[src/rtl/dev_window_avg.sv]
// Floor-rounded mean of the last 2**LOG2_N signed samples; one register stage from accept to result.
// A pending unconsumed result blocks new input unless it is consumed on the same edge (in_ready = !avg_valid || avg_ready).
module dev_window_avg #(
  parameter int WIDTH  = 20,
  parameter int LOG2_N = 3
) (
  input  logic             clk,
  input  logic             rst,
  input  logic             clear,
  input  logic [WIDTH-1:0] D_out,
  input  logic             in_valid,
  output logic             in_ready,
  output logic [WIDTH-1:0] avg_out,
  output logic             avg_valid,
  input  logic             avg_ready,
  output logic             filled
);

  localparam int N  = 1 << LOG2_N;
  localparam int SW = WIDTH + LOG2_N;
  localparam logic [LOG2_N:0] CNT_LAST = (LOG2_N + 1)'(N - 1);

  typedef enum logic {FILL, RUN} state_t;

  state_t                state;
  logic [WIDTH-1:0]      mem [N];
  logic [LOG2_N-1:0]     wp;
  logic [LOG2_N:0]       cnt;
  logic signed [SW-1:0]  sum;
  logic signed [SW-1:0]  sum_next;
  logic signed [SW-1:0]  din_ext;
  logic signed [SW-1:0]  old_ext;
  logic                  accept;
  logic                  completes;
  logic                  emit;

  assign in_ready  = !avg_valid || avg_ready;
  assign accept    = in_valid && in_ready;
  assign completes = (state == FILL) && (cnt == CNT_LAST);
  assign emit      = accept && ((state == RUN) || completes);

  assign din_ext  = {{LOG2_N{D_out[WIDTH-1]}}, D_out};
  // Stale entries left over from before a restart must not leave the sum while filling.
  assign old_ext  = (state == RUN) ? {{LOG2_N{mem[wp][WIDTH-1]}}, mem[wp]} : '0;
  assign sum_next = sum + din_ext - old_ext;

  always_ff @(posedge clk) begin
    if (!rst && !clear && accept) begin
      mem[wp] <= D_out;
    end
  end

  always_ff @(posedge clk) begin
    if (rst || clear) begin
      state     <= FILL;
      wp        <= '0;
      cnt       <= '0;
      sum       <= '0;
      avg_out   <= '0;
      avg_valid <= 1'b0;
      filled    <= 1'b0;
    end else begin
      if (accept) begin
        wp  <= wp + 1'b1;
        sum <= sum_next;
        if (state == FILL) begin
          cnt <= cnt + 1'b1;
        end
        if (completes) begin
          state  <= RUN;
          filled <= 1'b1;
        end
      end
      // Floor of the mean is just the upper WIDTH bits of the window sum.
      if (emit) begin
        avg_out   <= sum_next[SW-1:LOG2_N];
        avg_valid <= 1'b1;
      end else if (avg_ready) begin
        avg_valid <= 1'b0;
      end
    end
  end

endmodule

[config.mk]
export PLATFORM = sky130hd
export DESIGN_NAME = dev_window_avg
export DESIGN_NICKNAME = d
export VERILOG_FILES = /design/src/rtl/dev_window_avg.sv
export SDC_FILE = /design/constraint.sdc
export NUM_CORES = 1
export LEC_CHECK = 0
export CAP_MARGIN = 20
export CORE_MARGIN = 3
export CORE_UTILIZATION = 50
export CTS_BUF_LIST = sky130_fd_sc_hd__clkbuf_16
export CTS_CLUSTER_DIAMETER = 50
export DETAILED_ROUTE_END_ITERATION = 7
export MAX_ROUTING_LAYER = met4
export PLACE_DENSITY_LB_ADDON = 0.3
export SKIP_LAST_GASP = 1
export SYNTH_ARGS = -nofsm -noshare
export SYNTH_HDL_FRONTEND = slang
export SYNTH_SLANG_ARGS = --single-unit
[constraint.sdc]
create_clock -name clk -period 7.5 [get_ports clk]
set_clock_uncertainty 0.15 [all_clocks]
set_input_delay 1.125 -clock clk [delete_from_list [all_inputs] [get_ports clk]]
set_output_delay 1.125 -clock clk [all_outputs]
set_load 0.005 [all_outputs]
==> metrics.cfg, run 1 <==
[status]
outcome = completed

[floorplan]
row_count = 51
die_height_microns = 147.6
io_pins = 48
core_area_sq_um = 19590
start_util_pct = 51.19
dieArea_sq_um = 21790
fp.dieW_microns = 147.6

[timing]
maxSlewHeadroom_pct = 28.06
fin_setup_tns_ns = 0
finalHoldViolCount = 0
fin_crit_ns = 4.795
max_freq_mhz = 208.5
finalCritPeriodShare_pct = 63.93
worst_slew_pin_slew_ns = 1.078
rsz0062_at_grt = no
setup_viol = 0
slew_violations = 0

[synth]
yosysSeqAreaShare_pct = 58.89
yosys_warnings = 0
synth_ff_type = edfxtp_1
synth_cell_types = 55
syn-instance-count = 772
async_flop_share_pct = 0
netlist_area_sq_um = 10030
synth_edf_count = 160
ys_seq_elements = 215
syn_area_per_cell_sq_um = 12.99
syn_nets = 845

[pwr]
intPower_w = 0.002132
comb_power_share_pct = 13.6
p_sw_share_pct = 25.47
ir_drop_mv = 0.1528
p_sw_w = 0.0007284
powerDensity_nw_per_um2 = 244.7
cellLeakagePower_nw = 4.085
clockPowerShare_pct = 40.9
seqPwrFrac_pct = 45.5

[critical_path]
worstSetupEndpointType = flip-flop
cp-start-kind = flip-flop
critPathRequiredTime_ns = 7.68
path_class = reg2reg
crit_arrival_ns = 4.97
worstPathMaxFanout = 17

[placement]
hpwl_microns = 13960
place_congestion = 0.9107
placed_area_sq_um = 10850
dpl.cell_count = 1065
port_buffers = 47

[final_layout]
post-route-util_pct = 59.65
nNetsFinal = 901
regArea_sq_um = 5907
areaGrowthSynthToFinish_pct = 16.53
final_cell_area_sq_um = 11690
diodes = 0
fillCellCount = 1531
multi_input_area_sq_um = 3701
final_cell_count_no_fill = 1110
layout-drive-gt1-share_pct = 13.25

[clocking]
tritoncts = built
cts_made_buffers = 25
clock-sinks = 215
clk_pin_slew_ns = 0.06
cts.path.max_buffers = 3
cts_hold_buf = 0
cts_resized = 0
clk_latency_ns = 0.51
post_cts_buffers = 0
root_buffer = clkbuf_16
cts_htree_levels = 1

[route]
avgViaCountPerCell = 5.607
ant_nets = 0
num_vias = 6224
drtPass1Iterations = 6
drt_iter0_drc = 569
detail_route.wl_per_cell_microns = 19.37
wirelength_microns = 21500
drc = 0

[grt]
grt_pass1_vias = 6308
grt_start_max_net_pins = 48
gr-usage-all-layers_pct = 20.69
grt_overflow = 0
antenna_found_initial = 0
grt_pass1_wl_microns = 34780

[job]
drv_cap = 0

[worst_hold_path]
min_path_type = reg2reg

power groups by stage:
stage          registers [W]  clock network [W]  logic, W
6_report             0.00130            0.00117  0.000389
5_1_grt              0.00130            0.00124  0.000433
4_1_cts              0.00130            0.00119  0.000380
3_5_place_dp         0.00133                  0  0.000377
3_3_place_gp         0.00133                  0  0.000372
2_1_floorplan        0.00132                  0  0.000277
metrics by stage:
step                power, W  setup WS [ns]  hold WS [ns]
CTS                 0.002876          2.457        0.3089
finish              0.002860          2.705        0.3059
detailed placement  0.001707          2.496        0.3009
floorplan           0.001600          3.241        0.2863
global placement    0.001702          2.545        0.2926
global route        0.002974          2.358        0.3204
registers in the layout (all words and copies together), names as in the netlist, named ones only:
name and count:
mem 160, sum 23, avg_out 20, cnt 4
wp 3, avg_valid 1, state 1
final timing paths:
check | cells past startpoint | slack (ns) | start | end
max | 15 | 2.70 | flip-flop | sum[21]
min | 2 | 0.31 | avg_out[9] | avg_out[9]
max reg2reg | 15 | 2.70 | flip-flop | sum[21]
min reg2reg | 2 | 0.31 | avg_out[9] | avg_out[9]
per-layer routing:
metal	GRT usage (%)	up-vias	share of wire (%)
li1	-	2899	-
met1	29.64	3094	46
met2	32.00	201	46
met3	2.943	30	6.4
met4	4.800	0	1.9
met5	-	-	0
area by class of cell:
class	instances	share of cell area (%)
clock inverter	19	1.606
tap	265	2.837
inverter	86	2.762
clock buffer	25	5.353
timing repair buffer	64	5.225
multi-input combinational	436	31.67
sequential	215	50.55
worst max-delay path, cell delays in order (launching register included):
cell      delay, ns
dfxtp_2        0.64
buf_12         0.25
buf_4          0.29
mux4_2         0.53
mux2i_1        0.19
nor2b_1        0.09
fa_1           0.49
inv_1          0.05
ha_1           0.39
a21oi_1        0.26
o21ai_0        0.19
nor2_1         0.18
a21oi_1        0.12
a311oi_1       0.49
or4_1          0.18
o311ai_0       0.13
synthesized netlist by cell type (3+ instances only):
cell	count	area share [%]
edfxtp_1	160	48
inv_1	86	3.2
nand2_1	67	2.5
dfxtp_1	55	11
a21oi_1	52	2.6
mux4_2	40	9.0
nor2_1	36	1.3
ha_1	26	3.2
clkbuf_1	25	0.94
nand3_1	24	1.2
fa_1	22	4.4
nor2b_1	21	1.3
o21ai_0	21	1.0
mux2i_1	20	2.0
nor3_1	12	0.60
xnor2_1	12	1.0
a21o_1	7	0.52
nand4_1	7	0.44
xor2_1	7	0.61
buf_1	6	0.22
and3_1	5	0.31
o311ai_0	5	0.44
a211oi_1	4	0.30
buf_2	4	0.20
nand2b_1	4	0.25
and2_1	3	0.19
nand3b_1	3	0.22
o21ai_1	3	0.15
o31ai_1	3	0.22
cell usage in the layout, fill, tap and decap left out, types with 8 or more instances in the layout:
cell	Yosys	layout
edfxtp_1	160	160
inv_1	86	88
nand2_1	67	67
dfxtp_1	55	54
a21oi_1	52	52
clkdlybuf4s50_1	0	47
mux4_2	40	40
nor2_1	36	33
ha_1	26	26
clkbuf_16	0	25
nand3_1	24	24
fa_1	22	22
nor2b_1	21	21
mux2i_1	20	20
o21ai_0	21	20
buf_4	0	16
xnor2_1	12	12
nor3_1	12	8
logic make-up (layout without fill, tap and decap cells):
| family | Yosys count | count (layout) | share of synthesized area, % |
|---|---|---|---|
| flip-flops | 215 | 215 | 58.89 |
| AND/OR/NAND/NOR | 194 | 194 | 9.245 |
| buffers and inverters | 121 | 194 | 4.579 |
| AO/OA/AOI/OAI | 114 | 114 | 6.900 |
| multiplexers | 61 | 61 | 11.09 |
| adder cells (fa/ha/maj) | 48 | 48 | 7.636 |
| XOR/XNOR | 19 | 19 | 1.659 |
No activity file was read; power rests on OpenSTA's default activity.
==> run 2: changes to the inputs <==
Clock period 7.5 ns to 4.46 ns, I/O delays scaled along.
==> run 2 against run 1 <==
Global-route usage decreased by 0.14 points. Largest cell class unchanged. Setup slack lost 2.5 ns. Non-clock buffer count increased by 20.
==> metrics.cfg, run 2 (same netlist as run 1, synthesis figures left out) <==
[status]
outcome = completed

[pwr]
intPower_w = 0.003532  ; +66%
powerDensity_nw_per_um2 = 400.1  ; +63%
p_sw_w = 0.001194  ; +64%
comb_power_share_pct = 14.8  ; +1.2 points
ir_drop_mv = 0.2809  ; +84%
cellLeakagePower_nw = 4.176  ; +2.2%
seqPwrFrac_pct = 46.3  ; +0.8 points
clockPowerShare_pct = 38.9  ; -2.0 points
p_sw_share_pct = 25.26  ; -0.21 points

[job]
drv_cap = 0  ; unchanged

[placement]
pre_cts_ws_ns = 0.02537  ; -2.471 ns
port_buffers = 47  ; unchanged
dpl.cell_count = 1086  ; +2.0%
place_congestion = 0.9018  ; -0.98%
hpwl_microns = 14520  ; +4.0%

[grt]
use_met1_pct = 29.08  ; -0.56 points
use_met2_pct = 32.09  ; +0.092 points
grt_overflow = 0  ; unchanged
busiest_layer = met2
grt_start_max_net_pins = 48  ; unchanged
antenna_found_initial = 0  ; unchanged
gr-usage-all-layers_pct = 20.55  ; -0.14 points
use_met3_pct = 2.882  ; -0.061 points
grt_pass1_vias = 6468  ; +2.5%
grt_pass1_wl_microns = 34600  ; -0.51%

[worst_hold_path]
min_path_type = reg2reg

[route]
wirelength_microns = 21470  ; -0.17%
drtPass1Iterations = 5  ; -1
avgViaCountPerCell = 5.570  ; -0.67%
num_vias = 6294  ; +1.1%
detail_route.wl_per_cell_microns = 19.00  ; -1.9%
drt_iter0_drc = 437  ; -23%
drc = 0  ; unchanged
ant_nets = 0  ; unchanged

[timing]
setup_ws_ns = 0.1730  ; -2.532 ns
worst_slew_pin_slew_ns = 0.9911  ; -0.08646 ns
fin_crit_ns = 4.287  ; -0.5081 ns
finalHoldViolCount = 0  ; unchanged
maxSlewHeadroom_pct = 33.68  ; +5.6 points
slew_violations = 0  ; unchanged
finalCritPeriodShare_pct = 96.12  ; +32 points
max_freq_mhz = 233.3  ; +12%
setup_viol = 0  ; unchanged

[final_layout]
reg.largest.list = mem (160), sum (23), avg_out (20)
nNetsFinal = 920  ; +2.1%
final_cell_mix = 160 x edfxtp_1, 88 x inv_1, 67 x nand2_1
fillCellCount = 1555  ; +1.6%
regMostFlops = mem
diodes = 0  ; unchanged
multi_input_area_sq_um = 3727  ; +0.71%
regArea_sq_um = 5911  ; about the same
layout-drive-gt1-share_pct = 15.26  ; +2.0 points
largest_reg_flops = 160  ; unchanged
layout_commonest_cell = edfxtp_1
final_cell_count_no_fill = 1130  ; +1.8%
areaGrowthSynthToFinish_pct = 17.77
post-route-util_pct = 60.29  ; +0.63 points

[floorplan]
row_count = 51  ; unchanged
io_pins = 48  ; unchanged
fp.dieW_microns = 147.6  ; unchanged
start_util_pct = 51.19  ; unchanged
die_height_microns = 147.6  ; unchanged
core_area_sq_um = 19590  ; unchanged
dieArea_sq_um = 21790  ; unchanged

[clocking]
cts_made_buffers = 24  ; -4.0%
clk_latency_ns = 0.51  ; about the same
root_buffer = clkbuf_16
cts_hold_buf = 0  ; unchanged
cts.path.max_buffers = 3  ; unchanged
clock-sinks = 215  ; unchanged
clk_pin_slew_ns = 0.06  ; about the same
cts_htree_levels = 1  ; unchanged
tritoncts = built
post_cts_buffers = 0  ; unchanged

[critical_path]
path_buf_inv = 1  ; -2
worstPathMaxFanout = 9  ; -8
slowest_stage = mux4_2
max_stage_delay_ns = 0.54  ; -0.10 ns
path_class = reg2reg
cpLargestDelayFamily = compound AO/OA/AOI/OAI gates
worstSetupEndpointType = flip-flop
cp-start-kind = flip-flop
worst-r2r-setup-slack_ns = 0.17  ; -2.53 ns
critPathRequiredTime_ns = 4.71  ; -2.97 ns
path_cells = mux4_2, mux2i_2, nor2b_1, fa_1, inv_1, fa_1, a21o_1, a221oi_4, nor2_1, a221o_1, a31o_1, mux2i_1, a31o_1
crit_arrival_ns = 4.53  ; -0.44 ns

## run 2: cell types whose count changed in the layout (fill, tap and decap cells not counted), sizes merged
cell      previous run  this run
buf                 17        37
bufinv               2         1
clkinv              10         9
clkinvlp             3         1
inv                 90        94
## run 2: stage by stage
stage,power (W),hold slack (ns),TNS (ns),area (sq um)
after floorplan,0.002691,0.2863,0,10030
after global placement,0.002895,0.2924,0,11040
after detailed placement,0.002907,0.2975,0,11040
after CTS,0.004752,0.3055,0,11780
after global routing,0.004936,0.3261,-0.01474,11810
final,0.004725,0.3025,0,11810
## run 2: what timing repair did
| action | CTS | global route |
|---|---|---|
| resized for setup | 1 | 6 |
| gates cloned | 0 | 0 |
| setup endpoints to repair | 1 | 11 |
## run 2: metal layers
metal	vias to the layer above	share of wire, %	wire length [microns]
met4	0	1.8	390
met5	-	0	0
met2	166	47	10100
met3	31	5.7	1229
met1	3156	45	9750
li1	2941	-	-
## run 2: power by group through the flow
stage	registers, W	clock network [W]	logic [W]
after detailed placement	0.00223	0	0.000675
after floorplan	0.00222	0	0.000466
after CTS	0.00219	0.00188	0.000681
after global placement	0.00223	0	0.000666
final	0.00219	0.00184	0.000700
after global routing	0.00219	0.00197	0.000778
## run 2: worst paths after layout
check | startpoint | endpoint | cells after the start
setup / recovery | flip-flop | avg_out[13] | 13
hold / removal | avg_out[9] | avg_out[9] | 2
setup reg to reg | flip-flop | avg_out[13] | 13
hold reg to reg | avg_out[9] | avg_out[9] | 2
## run 2: tightest hold or removal path: stages, from the launching register on
cell	delay, ns
dfxtp_1	0.31
nand2_1	0.05
a21oi_1	0.05
## run 2: layout make-up
type	count	share of cell area (%)
Sequential cell	215	50.05
Clock buffer	25	5.297
Inverter	86	2.733
Tap cell	265	2.807
Multi-Input combinational cell	436	31.56
Clock inverter	19	1.006
Timing Repair Buffer	84	6.547
==> run 3: changes to the inputs <==
Settings changed: REMOVE_ABC_BUFFERS set to 1.
==> run 3 against run 2 <==
Critical path depth up 1. Sequential cell count unchanged. Final cell count unchanged. Routed wire length up 8.9%. Final area up 0.85%. Total power up 3.2%. Clock power up 9%. Sequential power about the same. Die area unchanged. Clock-buffer cell count unchanged. Critical path type unchanged. Largest cell class unchanged. Highest routed layer unchanged.
==> metrics.cfg, run 3 (same netlist as run 1, synthesis figures left out) <==
[status]
outcome = completed

[grt]
grt_pass1_vias = 6539  ; +1.1%
grt_start_max_net_pins = 36  ; -25%
gr-usage-all-layers_pct = 22.18  ; +1.6 points
grt_pass1_wl_microns = 36580  ; +5.7%
grt_overflow = 0  ; unchanged
antenna_found_initial = 0  ; unchanged

[floorplan]
row_count = 51  ; unchanged
start_util_pct = 51.19  ; unchanged
die_height_microns = 147.6  ; unchanged
core_area_sq_um = 19590  ; unchanged
dieArea_sq_um = 21790  ; unchanged
io_pins = 48  ; unchanged
fp.dieW_microns = 147.6  ; unchanged

[route]
detail_route.wl_per_cell_microns = 20.68  ; +8.9%
avgViaCountPerCell = 5.650  ; +1.4%
wirelength_microns = 23370  ; +8.9%
ant_nets = 0  ; unchanged
drt_iter0_drc = 641  ; +47%
drc = 0  ; unchanged
num_vias = 6384  ; +1.4%
drtPass1Iterations = 5  ; unchanged

[final_layout]
nNetsFinal = 920  ; unchanged
largest_reg_flops = 160  ; unchanged
final_cell_mix = 160 x edfxtp_1, 88 x inv_1, 67 x nand2_1
reg.largest.list = mem (160), sum (23), avg_out (20)
diodes = 0  ; unchanged
layout-drive-gt1-share_pct = 15.61  ; +0.35 points
regMostFlops = mem
fillCellCount = 1536  ; -1.2%
areaGrowthSynthToFinish_pct = 18.77
layout_commonest_cell = edfxtp_1

[pwr]
ir_drop_mv = 0.3229  ; +15%
cellLeakagePower_nw = 4.217  ; +0.98%
clockPowerShare_pct = 41.3  ; +2.4 points
seqPwrFrac_pct = 44.9  ; -1.4 points
total_power_w = 0.004876  ; +3.2%
comb_power_share_pct = 13.8  ; -1.0 points
intPower_w = 0.003653  ; +3.4%
p_sw_w = 0.001223  ; +2.5%
powerDensity_nw_per_um2 = 409.4  ; +2.3%
p_sw_share_pct = 25.08  ; -0.17 points

[clocking]
cts_hold_buf = 0  ; unchanged
cts_htree_levels = 1  ; unchanged
clk_latency_ns = 0.52  ; about the same
tritoncts = built
clk_pin_slew_ns = 0.06  ; about the same
clock-sinks = 215  ; unchanged
cts.path.max_buffers = 3  ; unchanged
cts_made_buffers = 25  ; +4.2%
root_buffer = clkbuf_16

[critical_path]
path_class = reg2reg
critPathRequiredTime_ns = 4.71  ; about the same
cp-start-kind = flip-flop
worst-r2r-setup-slack_ns = 0.19  ; +0.02 ns
worstPathMaxFanout = 7  ; -2
worstSetupEndpointType = flip-flop
reg2regPathDepth = 14  ; +1
crit_arrival_ns = 4.51  ; -0.02 ns

[timing]
setup_viol = 0  ; unchanged
max_freq_mhz = 234.5  ; +0.51%
holdWs_ns = 0.3057  ; +0.003206 ns
finalHoldViolCount = 0  ; unchanged
finalCritPeriodShare_pct = 95.63  ; -0.49 points
maxSlewHeadroom_pct = 45.25  ; +12 points
rsz0062_at_grt = no
fin_crit_ns = 4.265  ; -0.02188 ns
slew_violations = 0  ; unchanged
worst_slew_pin_slew_ns = 0.8201  ; -0.1710 ns

[worst_hold_path]
min_path_type = reg2reg
hold_path_startpoint = sum[1]
hold_path_depth = 2  ; unchanged

[placement]
place_congestion = 0.9385  ; +4.1%
hpwl_microns = 15570  ; +7.2%
port_buffers = 47  ; unchanged

[job]
drv_cap = 0  ; unchanged

[run 3: cell types whose count changed in the layout (fill, tap and decap cells not counted), moves of 2 or more]
cell / before / now
buf_4: 35 / 31
bufinv_16: 1 / 3
clkinv_1: 6 / 3
clkinv_2: 2 / 5
inv_2: 3 / 0
[run 3: timing repair]
item | in CTS | in global routing
endpoints found under the setup margin | 0 | 7
resized for setup | 0 | 4
setup buffers | 0 | 0
[run 3: power by group through the flow]
stage	clock network [W]	logic [W]	registers (W)
after floorplan	0	0.000452	0.00223
after global placement	0	0.000648	0.00223
after detailed placement	0	0.000658	0.00223
after CTS	0.00204	0.000664	0.00219
after global routing	0.00212	0.000752	0.00219
final	0.00201	0.000673	0.00219
[run 3: final timing paths]
check | endpoint
max | avg_out[13]
min | sum[1]
max reg2reg | avg_out[13]
min reg2reg | sum[1]
[run 3: metal layers]
metal  vias up  GRT usage [%]  share of wire (%)
li1       2927              -                  -
met1      3235          30.66                 43
met2       198          35.10                 49
met3        24          4.077                6.7
met4         0          4.613                1.3
met5         -              -                  0
[run 3: layout make-up]
type                       count  area [sq um]  share of cell area [%]
sequential                   215          5911                   49.63
clock inverter                20         197.7                   1.660
inverter                      86         322.8                   2.710
clock buffer                  25         625.6                   5.253
multi-input combinational    436          3715                   31.19
tap                          265         331.6                   2.784
timing repair buffer          83         807.0                   6.776
[run 3: metrics by stage]
stage / utilization [%] / setup WS (ns) / std cells / TNS (ns) / cell area (sq um)
floorplan: - / -0.9184 / 737 / -16.80 / 9892
global route: 60.80 / 0.01596 / 1130 / 0 / 11910
finish: 60.80 / 0.1949 / 1130 / 0 / 11910
CTS: 60.58 / 0.1341 / 1129 / 0 / 11870
detailed placement: 56.38 / 0.1810 / 1084 / 0 / 11040
global placement: 56.24 / 0.2582 / 1083 / 0 / 11020
[run 3: critical path, cell delays in order, from the launching register on]
cell and delay (ns):
dfxtp_4 0.45, mux4_2 0.53, mux2i_1 0.36, nor2b_1 0.12, ha_1 0.29, inv_1 0.04, ha_1 0.20, fa_1 0.40
a21o_1 0.20, a221oi_2 0.30, nor2_1 0.12, a221o_1 0.41, a31o_1 0.27, mux2i_1 0.12, a31o_1 0.18
